$ cat config.mk
export PLATFORM = sky130hd
export DESIGN_NAME = axi_interconnect_default_slave
export DESIGN_NICKNAME = d
export VERILOG_FILES = /design/src/rtl/axi_interconnect_pkg.sv /design/src/rtl/axi_interconnect_sync_fifo.sv /design/src/rtl/axi_interconnect_default_slave.sv
export SDC_FILE = /design/constraint.sdc
export NUM_CORES = 1
export LEC_CHECK = 0
export CAP_MARGIN = 10
export CORE_UTILIZATION = 35
export DETAILED_ROUTE_END_ITERATION = 12
export GPL_TIMING_DRIVEN = 0
export PLACE_DENSITY = 0.8
export SETUP_SLACK_MARGIN = 0.5
export SLEW_MARGIN = 5
export SYNTH_ARGS = -nofsm -noshare
export SYNTH_HDL_FRONTEND = slang
export SYNTH_SLANG_ARGS = --single-unit
$ cat constraint.sdc
create_clock -name clk_sys -period 2 [get_ports clk_sys]
set_input_delay 0.4 -clock clk_sys [delete_from_list [all_inputs] [get_ports clk_sys]]
set_output_delay 0.4 -clock clk_sys [all_outputs]
set_load 0.01 [all_outputs]
$ cat src/rtl/axi_interconnect_pkg.sv
// Shared definitions for the AXI interconnect default-slave responder:
// response codes, responder FSM states and a constant log2 helper.
package axi_interconnect_pkg;

  localparam logic [1:0] RESP_OKAY   = 2'b00;
  localparam logic [1:0] RESP_DECERR = 2'b11;

  typedef enum logic [1:0] {
    ST_IDLE   = 2'd0,
    ST_WDRAIN = 2'd1,
    ST_WRESP  = 2'd2,
    ST_RDATA  = 2'd3
  } state_t;

  // Ceiling log2 for elaboration-time sizing; LOG2(1) = 0.
  function automatic int LOG2(input int value);
    int result;
    result = 0;
    for (int i = 0; i < 31; i++) begin
      if ((1 << i) < value) result = i + 1;
    end
    return result;
  endfunction

endpackage

$ cat src/rtl/axi_interconnect_sync_fifo.sv
// Synchronous FIFO holding pending requests for the default slave.
// Pointers carry one extra wrap bit so full and empty are distinguishable.
module axi_interconnect_sync_fifo
  import axi_interconnect_pkg::*;
#(
  parameter int WIDTH = 12,
  parameter int DEPTH = 4
) (
  input  logic             clk_sys,
  input  logic             rst,
  input  logic [WIDTH-1:0] i_data,
  input  logic             i_push,
  input  logic             i_pop,
  output logic [WIDTH-1:0] o_data,
  output logic             o_full,
  output logic             o_empty
);

  localparam int PTR_W = LOG2(DEPTH);
  localparam logic [PTR_W:0] PTR_ONE = {{PTR_W{1'b0}}, 1'b1};

  logic [PTR_W:0]   r_wr_ptr;
  logic [PTR_W:0]   r_rd_ptr;
  logic [WIDTH-1:0] r_mem [DEPTH];
  logic             w_push;
  logic             w_pop;

  assign o_full  = (r_wr_ptr[PTR_W] != r_rd_ptr[PTR_W]) &&
                   (r_wr_ptr[PTR_W-1:0] == r_rd_ptr[PTR_W-1:0]);
  assign o_empty = (r_wr_ptr == r_rd_ptr);
  assign o_data  = r_mem[r_rd_ptr[PTR_W-1:0]];
  assign w_push  = i_push & ~o_full;
  assign w_pop   = i_pop & ~o_empty;

  // Advance read/write pointers; reset empties the queue.
  always_ff @(posedge clk_sys) begin
    // NOTE: non-blocking assignments in clocked blocks so every register
    // samples pre-edge values regardless of block evaluation order.
    if (rst) begin
      r_wr_ptr <= '0;
      r_rd_ptr <= '0;
    end else begin
      if (w_push) r_wr_ptr <= r_wr_ptr + PTR_ONE;
      if (w_pop)  r_rd_ptr <= r_rd_ptr + PTR_ONE;
    end
  end

  // Store pushed entries.
  always_ff @(posedge clk_sys) begin
    // NOTE: storage is not reset; the pointers alone define which entries
    // are valid, so clearing the array would only cost reset fan-out.
    if (w_push) r_mem[r_wr_ptr[PTR_W-1:0]] <= i_data;
  end

endmodule

$ cat src/rtl/axi_interconnect_default_slave.sv
// Default slave for one crossbar master port whose address maps nowhere.
// Queues requests, drains write data up to WLAST, and answers every burst
// with DECERR: one B per write burst or LEN+1 R beats per read burst.
module axi_interconnect_default_slave
  import axi_interconnect_pkg::*;
#(
  parameter int MODE_READ       = 1,
  parameter int WIDTH_ID        = 4,
  parameter int WIDTH_DATA      = 32,
  parameter int WIDTH_RUSER     = 1,
  parameter int WIDTH_ADDRINFO  = 64,
  parameter int WIDTH_DATAINFO  = 48,
  parameter int WIDTH_RESPINFO  = 48,
  parameter int ID_LSB          = 0,
  parameter int LEN_LSB         = 32,
  parameter int NUM_OUTSTANDING = 4
) (
  input  logic                      clk_sys,
  input  logic                      rst,
  input  logic [WIDTH_ADDRINFO-1:0] addr_info,
  input  logic                      addr_valid,
  output logic                      addr_ready,
  input  logic [WIDTH_DATAINFO-1:0] wdata_info,
  input  logic                      wdata_valid,
  output logic                      wdata_ready,
  output logic [WIDTH_RESPINFO-1:0] resp_info,
  output logic                      resp_valid,
  input  logic                      resp_ready
);

  localparam int REQ_W     = WIDTH_ID + 8;
  localparam int RD_RESP_W = WIDTH_ID + WIDTH_DATA + WIDTH_RUSER + 3;
  localparam int WR_RESP_W = WIDTH_ID + 2;

  logic [REQ_W-1:0]          w_req_in;
  logic [REQ_W-1:0]          w_req_head;
  logic [WIDTH_ID-1:0]       w_head_id;
  logic [7:0]                w_head_len;
  logic                      w_fifo_full;
  logic                      w_fifo_empty;
  logic                      w_fifo_pop;
  logic                      w_unused;

  state_t                    r_state;
  logic [7:0]                r_beat_cnt;
  logic [WIDTH_ID-1:0]       r_id;
  logic                      r_wdata_ready;
  logic                      r_resp_valid;
  logic [WIDTH_RESPINFO-1:0] r_resp_info;

  // R payload {ID, DATA=0, RUSER=0, RESP, LAST}, LSB-aligned and zero-padded.
  function automatic logic [WIDTH_RESPINFO-1:0] read_beat(
    input logic [WIDTH_ID-1:0] id,
    input logic                last
  );
    logic [RD_RESP_W-1:0] beat;
    beat = {id, {WIDTH_DATA{1'b0}}, {WIDTH_RUSER{1'b0}}, RESP_DECERR, last};
    return WIDTH_RESPINFO'(beat);
  endfunction

  // B payload {ID, RESP}, LSB-aligned and zero-padded.
  function automatic logic [WIDTH_RESPINFO-1:0] write_resp(
    input logic [WIDTH_ID-1:0] id
  );
    logic [WR_RESP_W-1:0] resp;
    resp = {id, RESP_DECERR};
    return WIDTH_RESPINFO'(resp);
  endfunction

  assign w_req_in   = {addr_info[ID_LSB +: WIDTH_ID], addr_info[LEN_LSB +: 8]};
  assign w_head_id  = w_req_head[REQ_W-1:8];
  assign w_head_len = w_req_head[7:0];
  assign w_fifo_pop = (r_state == ST_IDLE) && !w_fifo_empty;

  // Request is taken the same cycle it is offered unless the queue is full.
  assign addr_ready  = ~w_fifo_full & ~rst;
  assign wdata_ready = r_wdata_ready;
  assign resp_valid  = r_resp_valid;
  assign resp_info   = r_resp_info;

  // Payload bits other than ID, LEN and WLAST carry nothing for a DECERR.
  assign w_unused = ^{addr_info, wdata_info, wdata_valid};

  axi_interconnect_sync_fifo #(
    .WIDTH (REQ_W),
    .DEPTH (NUM_OUTSTANDING)
  ) u_req_fifo (
    .clk_sys (clk_sys),
    .rst     (rst),
    .i_data  (w_req_in),
    .i_push  (addr_valid & addr_ready),
    .i_pop   (w_fifo_pop),
    .o_data  (w_req_head),
    .o_full  (w_fifo_full),
    .o_empty (w_fifo_empty)
  );

  // Responder FSM: serve queued requests in order with registered outputs.
  always_ff @(posedge clk_sys) begin
    if (rst) begin
      r_state       <= ST_IDLE;
      r_beat_cnt    <= 8'd0;
      r_id          <= '0;
      r_wdata_ready <= 1'b0;
      r_resp_valid  <= 1'b0;
      r_resp_info   <= '0;
    end else begin
      case (r_state)
        ST_IDLE: begin
          if (!w_fifo_empty) begin
            r_id <= w_head_id;
            if (MODE_READ != 0) begin
              r_state      <= ST_RDATA;
              r_beat_cnt   <= w_head_len;
              r_resp_valid <= 1'b1;
              r_resp_info  <= read_beat(w_head_id, w_head_len == 8'd0);
            end else begin
              r_state       <= ST_WDRAIN;
              r_wdata_ready <= 1'b1;
            end
          end
        end
        ST_WDRAIN: begin
          // Beats are discarded; WLAST alone ends the burst.
          if (wdata_valid && r_wdata_ready && wdata_info[0]) begin
            r_state       <= ST_WRESP;
            r_wdata_ready <= 1'b0;
            r_resp_valid  <= 1'b1;
            r_resp_info   <= write_resp(r_id);
          end
        end
        ST_WRESP: begin
          if (resp_ready) begin
            r_state      <= ST_IDLE;
            r_resp_valid <= 1'b0;
          end
        end
        ST_RDATA: begin
          if (resp_ready) begin
            if (r_beat_cnt == 8'd0) begin
              r_state      <= ST_IDLE;
              r_resp_valid <= 1'b0;
            end else begin
              r_beat_cnt  <= r_beat_cnt - 8'd1;
              r_resp_info <= read_beat(r_id, r_beat_cnt == 8'd1);
            end
          end
        end
        default: r_state <= ST_IDLE;
      endcase
    end
  end

endmodule
Word level (Yosys, flattened, before mapping)

Memories as Yosys holds them, arrays and structs flattened. A register that Yosys moved wholly into a read port is not among the register bits.
Cells that the tools add are included.

Bits in writable memories: 48
Memories: 1
Output and inout bits: 51
Register bits after elaboration: 69
Word-level logic and storage cells: 65

Eq/ne operators: 12
Add/subtract/negate cells: 3
Reductions and logical operators: 12
Bitwise logic cells: 8
Muxes and demuxes: 22

Memory list:

| name             | depth | width | read ports | clocked after memory_dff | wr ports | line                             | text |
|---|---|---|---|---|---|---|---|
| u_req_fifo.r_mem | 4     | 12    | 1          | 1                        | 1        | axi_interconnect_sync_fifo.sv:24 | `logic [WIDTH-1:0] r_mem [DEPTH];` |

Operator list:

| cell                                                                | number |
|---|---|
| 48-bit 2-to-1 mux                                                   | 3 |
| 48-bit case mux with 2 select lines                                 | 1 |
| 8-bit 2-to-1 mux                                                    | 3 |
| 8-bit zero test                                                     | 2 |
| 8-bit case mux with 2 select lines                                  | 1 |
| 2-bit 2-to-1 mux                                                    | 6 |
| 2-bit != test (second input constant)                               | 5 |
| 5-bit AND reduction                                                 | 2 |
| 8-bit by 1-bit == test with 1-bit output (second input constant)    | 1 |
| 8-bit by 1-bit subtractor with 8-bit output (second input constant) | 1 |
| 3-bit by 1-bit adder with 3-bit output (second input constant)      | 2 |
| 1-bit 2-to-1 mux                                                    | 6 |
| 2-bit case mux with 3 select lines                                  | 1 |
| 1-bit bitwise AND                                                   | 4 |
| 2-bit == test (second input constant)                               | 2 |
| 1-bit NOT                                                           | 4 |
| 4-bit AND reduction                                                 | 1 |
| 3-bit == test                                                       | 1 |
| 1-bit case mux with 3 select lines                                  | 1 |
| 3-bit nonzero test                                                  | 1 |
| 2-bit by 1-bit == test with 1-bit output (second input constant)    | 1 |
| 2-bit == test                                                       | 1 |
| 1-bit logical AND                                                   | 2 |
| 2-bit zero test                                                     | 1 |
| other kinds (4)                                                     | 4 |

Logic depth before layout (Yosys ltp)

Word-level depth: 8
Depth in mapped cells: 6
Mapped depth without buffers: 6

Hierarchy

Synthesis repeated with hierarchy kept, for this count alone.

Cells, all modules: 300
Area total of the unflattened synthesis: 3,718.6 um^2

By module, submodules not included:

| module                         | instances | sequential area each (um^2) | cells an instance | area an instance (um^2) |
|---|---|---|---|---|
| axi_interconnect_sync_fifo     | 1         | 1,601.5                     | 130               | 2,302.2 |
| axi_interconnect_default_slave | 1         | 380.4                       | 170               | 1,416.4 |

Least setup slack after synthesis

OpenSTA, ideal clock, no wires.

Path type: reg-to-reg
Start point: register u_req_fifo.r_wr_ptr[0]
End point: memory u_req_fifo.r_mem[3][0] (enable)
Data arrival time: 1.595 ns
Library setup time: 0.363 ns
Stages on the path, launching flop included: 4
Path buffers: 0
Clock period less this slack: 1.958 ns
Path slack: 0.042 ns
Path through: dfxtp_1 xnor2_1 a311oi_1 and2_1

Longest elaborated chain between the ends: 8

RTL lines:

| element                                | line                                                                   | text |
|---|---|---|
| start: declaration                     | axi_interconnect_sync_fifo.sv:22                                       | `logic [PTR_W:0] r_wr_ptr;` |
| start signal: assignment               | axi_interconnect_sync_fifo.sv:43                                       | `if (w_push) r_wr_ptr <= r_wr_ptr + PTR_ONE;` |
| 2-bit == test                          | axi_interconnect_sync_fifo.sv:29                                       | `(r_wr_ptr[PTR_W-1:0] == r_rd_ptr[PTR_W-1:0]);` |
| 1-bit logical AND                      | axi_interconnect_sync_fifo.sv:28                                       | `assign o_full = (r_wr_ptr[PTR_W] != r_rd_ptr[PTR_W]) &&` |
| 1-bit NOT                              | axi_interconnect_sync_fifo.sv:32, axi_interconnect_default_slave.sv:76 |  |
| 1-bit bitwise AND                      | axi_interconnect_default_slave.sv:76                                   | `assign addr_ready = ~w_fifo_full & ~rst;` |
| 1-bit bitwise AND                      | axi_interconnect_default_slave.sv:91                                   | `.i_push (addr_valid & addr_ready),` |
| 1-bit bitwise AND                      | axi_interconnect_sync_fifo.sv:32                                       | `assign w_push = i_push & ~o_full;` |
| 1-bit 2-to-1 mux                       | axi_interconnect_sync_fifo.sv:52                                       | `if (w_push) r_mem[r_wr_ptr[PTR_W-1:0]] <= i_data;` |
| 1-bit 2-to-1 mux (not written as such) | axi_interconnect_sync_fifo.sv:52                                       |  |
| end: declaration                       | axi_interconnect_sync_fifo.sv:24                                       |  |

Parallel ways exist; a longest one is shown, timed or not.

==> impl_metrics.py <==
metrics = {
    "clock_network": {
        "clk_path_buf_depth": 2,
        "clk_pin_slew_ps": 80,
        "numClockSinks": 75,
        "clk_latency_ps": 360,
        "ctsRootBufferMaster": "clkbuf_8",
        "cts_made_buffers": 9,
        "cts-htree-levels": 3,
        "cts_tree": "yes",
    },
    "cells_and_area": {
        "n_fill_cell": 802,
        "nets": 518,
        "antennaDiodeCount": 0,
        "syn_to_final_growth_pct": 43.2,
        "design_area_sq_mm": 0.00502,
        "drive_above_1_share": 0.430,
    },
    "synth": {
        "yosysWarnings": 0,
        "synthCells": 283,
        "ys_ff_latch": 75,
        "synth_area_sq_mm": 0.00351,
        "yosysMostFrequentCell": "edfxtp_1",
        "synth_top_area_frac": 0.411,
        "ys_top_cells_by_area": "edfxtp_1, dfxtp_1, buf_4",
        "yosys.area.top_type": "edfxtp_1",
        "synth-async-reset-ratio": 0,
        "syn_area_per_cell_sq_um": 12.4,
        "synth_commonest_cells": "edfxtp_1, buf_4, dfxtp_1, nand2_1, mux4_2",
        "synth-edff-count": 48,
        "synth_flop_cell": "edfxtp_1",
        "ys_types": 46,
        "ys_seq_area_frac": 0.565,
    },
    "die": {
        "rows": 36,
        "initial_core_util": 0.361,
        "io_pins": 168,
        "die_h_um": 102,
        "fp.dieArea_sq_mm": 0.0104,
        "die_w_um": 102,
        "core_area_sq_mm": 0.00973,
    },
    "timing": {
        "finalWorstSetupSlack_ps": 2.96,
        "fmax_ghz": 0.501,
        "relSlewSlack": 0.664,
        "period_needed_ps": 2000,
        "setup_viol": 0,
        "hold_viol": 0,
        "rsz0062_at_grt": "true",
        "fin_setup_tns_ps": 0,
        "tightest_slew_ps": 504,
        "slew_viol_final": 0,
        "holdWs_ps": 462,
        "skew_ps": 8.63,
        "fin_crit_sh": 0.999,
    },
    "setup_path": {
        "reg2reg_to": "resp_info[0]",
        "crit_required_ps": 2300,
        "crit_fanout": 5,
        "r2r_cells": 5,
        "critPathLaunchType": "flop",
        "r2r_setup_slack_ps": 3,
        "cp.arrival_ps": 2300,
        "worstSetupEndpointType": "flop",
        "worstSetupPathType": "flop to flop",
    },
    "pwr": {
        "total_power_mw": 7.18,
        "peakVddDrop_mv": 0.721,
        "leakage_nw": 1.97,
        "power_density_mw_per_mm2": 1430,
    },
    "route": {
        "firstDrtPassIters": 4,
        "final_antenna_net_count": 0,
        "vias": 2628,
        "via_per_inst": 4.95,
        "wl_um": 8640,
        "routedWlPerCell_um": 16.3,
        "drc": 0,
        "dr.first_iter.drc_count": 132,
    },
    "status": {
        "status": "finished clean",
    },
    "hold_path": {
        "hold_path.class": "flop to flop",
        "hold_path_end": "r_id[1]",
        "min_from": "r_id[1]",
        "hold_depth": 2,
    },
    "placed_design": {
        "hpwl_um": 4880,
        "gp_congestion": 0.844,
        "numPortBuffers": 24,
        "pre_cts_ws_ps": -946,
        "place_area_sq_mm": 0.00415,
    },
    "grt": {
        "antenna_found_initial": 0,
        "grt_max_degree": 15,
        "grt_pass1_wl_um": 13100,
        "grt_pass1_vias": 2531,
        "overflow": 0,
        "track_usage": 0.172,
    },
    "flow_run": {
        "cap_violations": 0,
    },
}
stage by stage:
step           instances  utilization
5_1_grt              531        0.516
3_3_place_gp         481        0.426
4_1_cts              520        0.491
6_report             531        0.516
2_1_floorplan        324            -
3_5_place_dp         481        0.426
cell families (layout without fill, tap and decap cells):
| kind of cell | count (synthesis) | in the layout | share of synthesized area |
|---|---|---|---|
| fa+ha+maj | 8 | 8 | 0.0285 |
| other cells | 1 | 42 | 0.00107 |
| flops | 75 | 75 | 0.565 |
| mux | 17 | 17 | 0.0913 |
| buf+inv | 63 | 132 | 0.116 |
| simple gates | 71 | 75 | 0.101 |
| compound gates | 42 | 43 | 0.0824 |
| xor+xnor | 6 | 6 | 0.0150 |
sequential cells by signal, indices dropped and copies added (netlist names), named ones only:
signal / cells
r_state: 1
r_id: 4
u_req_fifo.r_wr_ptr: 3
r_beat_cnt: 8
u_req_fifo.r_mem: 48
u_req_fifo.r_rd_ptr: 3
resp_info: 6
power breakdown:
part           internal [mW]  switching [mW]
sequential              1.91           0.230
combinational           1.88            1.85
clock                  0.718           0.589
repair_timing:
item                       in CTS  in global routing
setup endpoints to repair      83                 75
resized for setup              80                 39
setup buffers                  18                 10
cloned                          5                  1
hold buffers                    0                  0
pin swaps                      24                 24
worst max-delay path by stage:
stage                     slack [ps]  start           end
after floorplan                  130   flop  resp_info[0]
after global placement          -940    rst    addr_ready
after detailed placement        -950    rst    addr_ready
after CTS                        -30   flop  resp_info[0]
after global routing             -60   flop  resp_info[0]
final                              3   flop  resp_info[0]
routing by layer:
metal / share of wire / global-route usage
met1: 0.39 / 0.195
met4: 0.028 / 0.0692
met3: 0.069 / 0.0616
met5: 0 / 0
met2: 0.51 / 0.293
cell usage in the layout, fill, tap and decap left out, drive strengths merged, types with 2 or more instances in the layout:
cell type / count
o22ai: 2
and2: 10
clkbuf: 17
o211ai: 3
bufinv: 2
a311oi: 7
nand3: 6
conb: 42
buf: 79
a211oi: 4
ha: 8
nand2: 27
dlygate4sd2: 8
or3: 2
dfxtp: 27
clkdlybuf4s50: 13
nor3: 10
xnor2: 5
nor4b: 2
o21ai: 2
inv: 10
nand2b: 2
mux4: 12
mux2i: 5
edfxtp: 48
nor2: 9
a21oi: 12
a31oi: 5
layout make-up:
cell class | count | area (sq um) | area share
Multi-Input combinational cell | 191 | 1640 | 0.326
Sequential cell | 75 | 2010 | 0.400
Clock buffer | 10 | 128 | 0.0254
Clock inverter | 6 | 96.3 | 0.0192
Tap cell | 133 | 166 | 0.0331
Inverter | 8 | 30.0 | 0.00598
Timing Repair Buffer | 53 | 509 | 0.101
Buffer | 55 | 448 | 0.0891
critical path, cell delays in order (launching register included):
cell     delay [ps]
dfxtp_2         330
buf_6           120
mux4_2          520
or4_4           560
nor4b_4         260
o22a_1          150
Note: power is estimated with default switching activity, not from simulation.
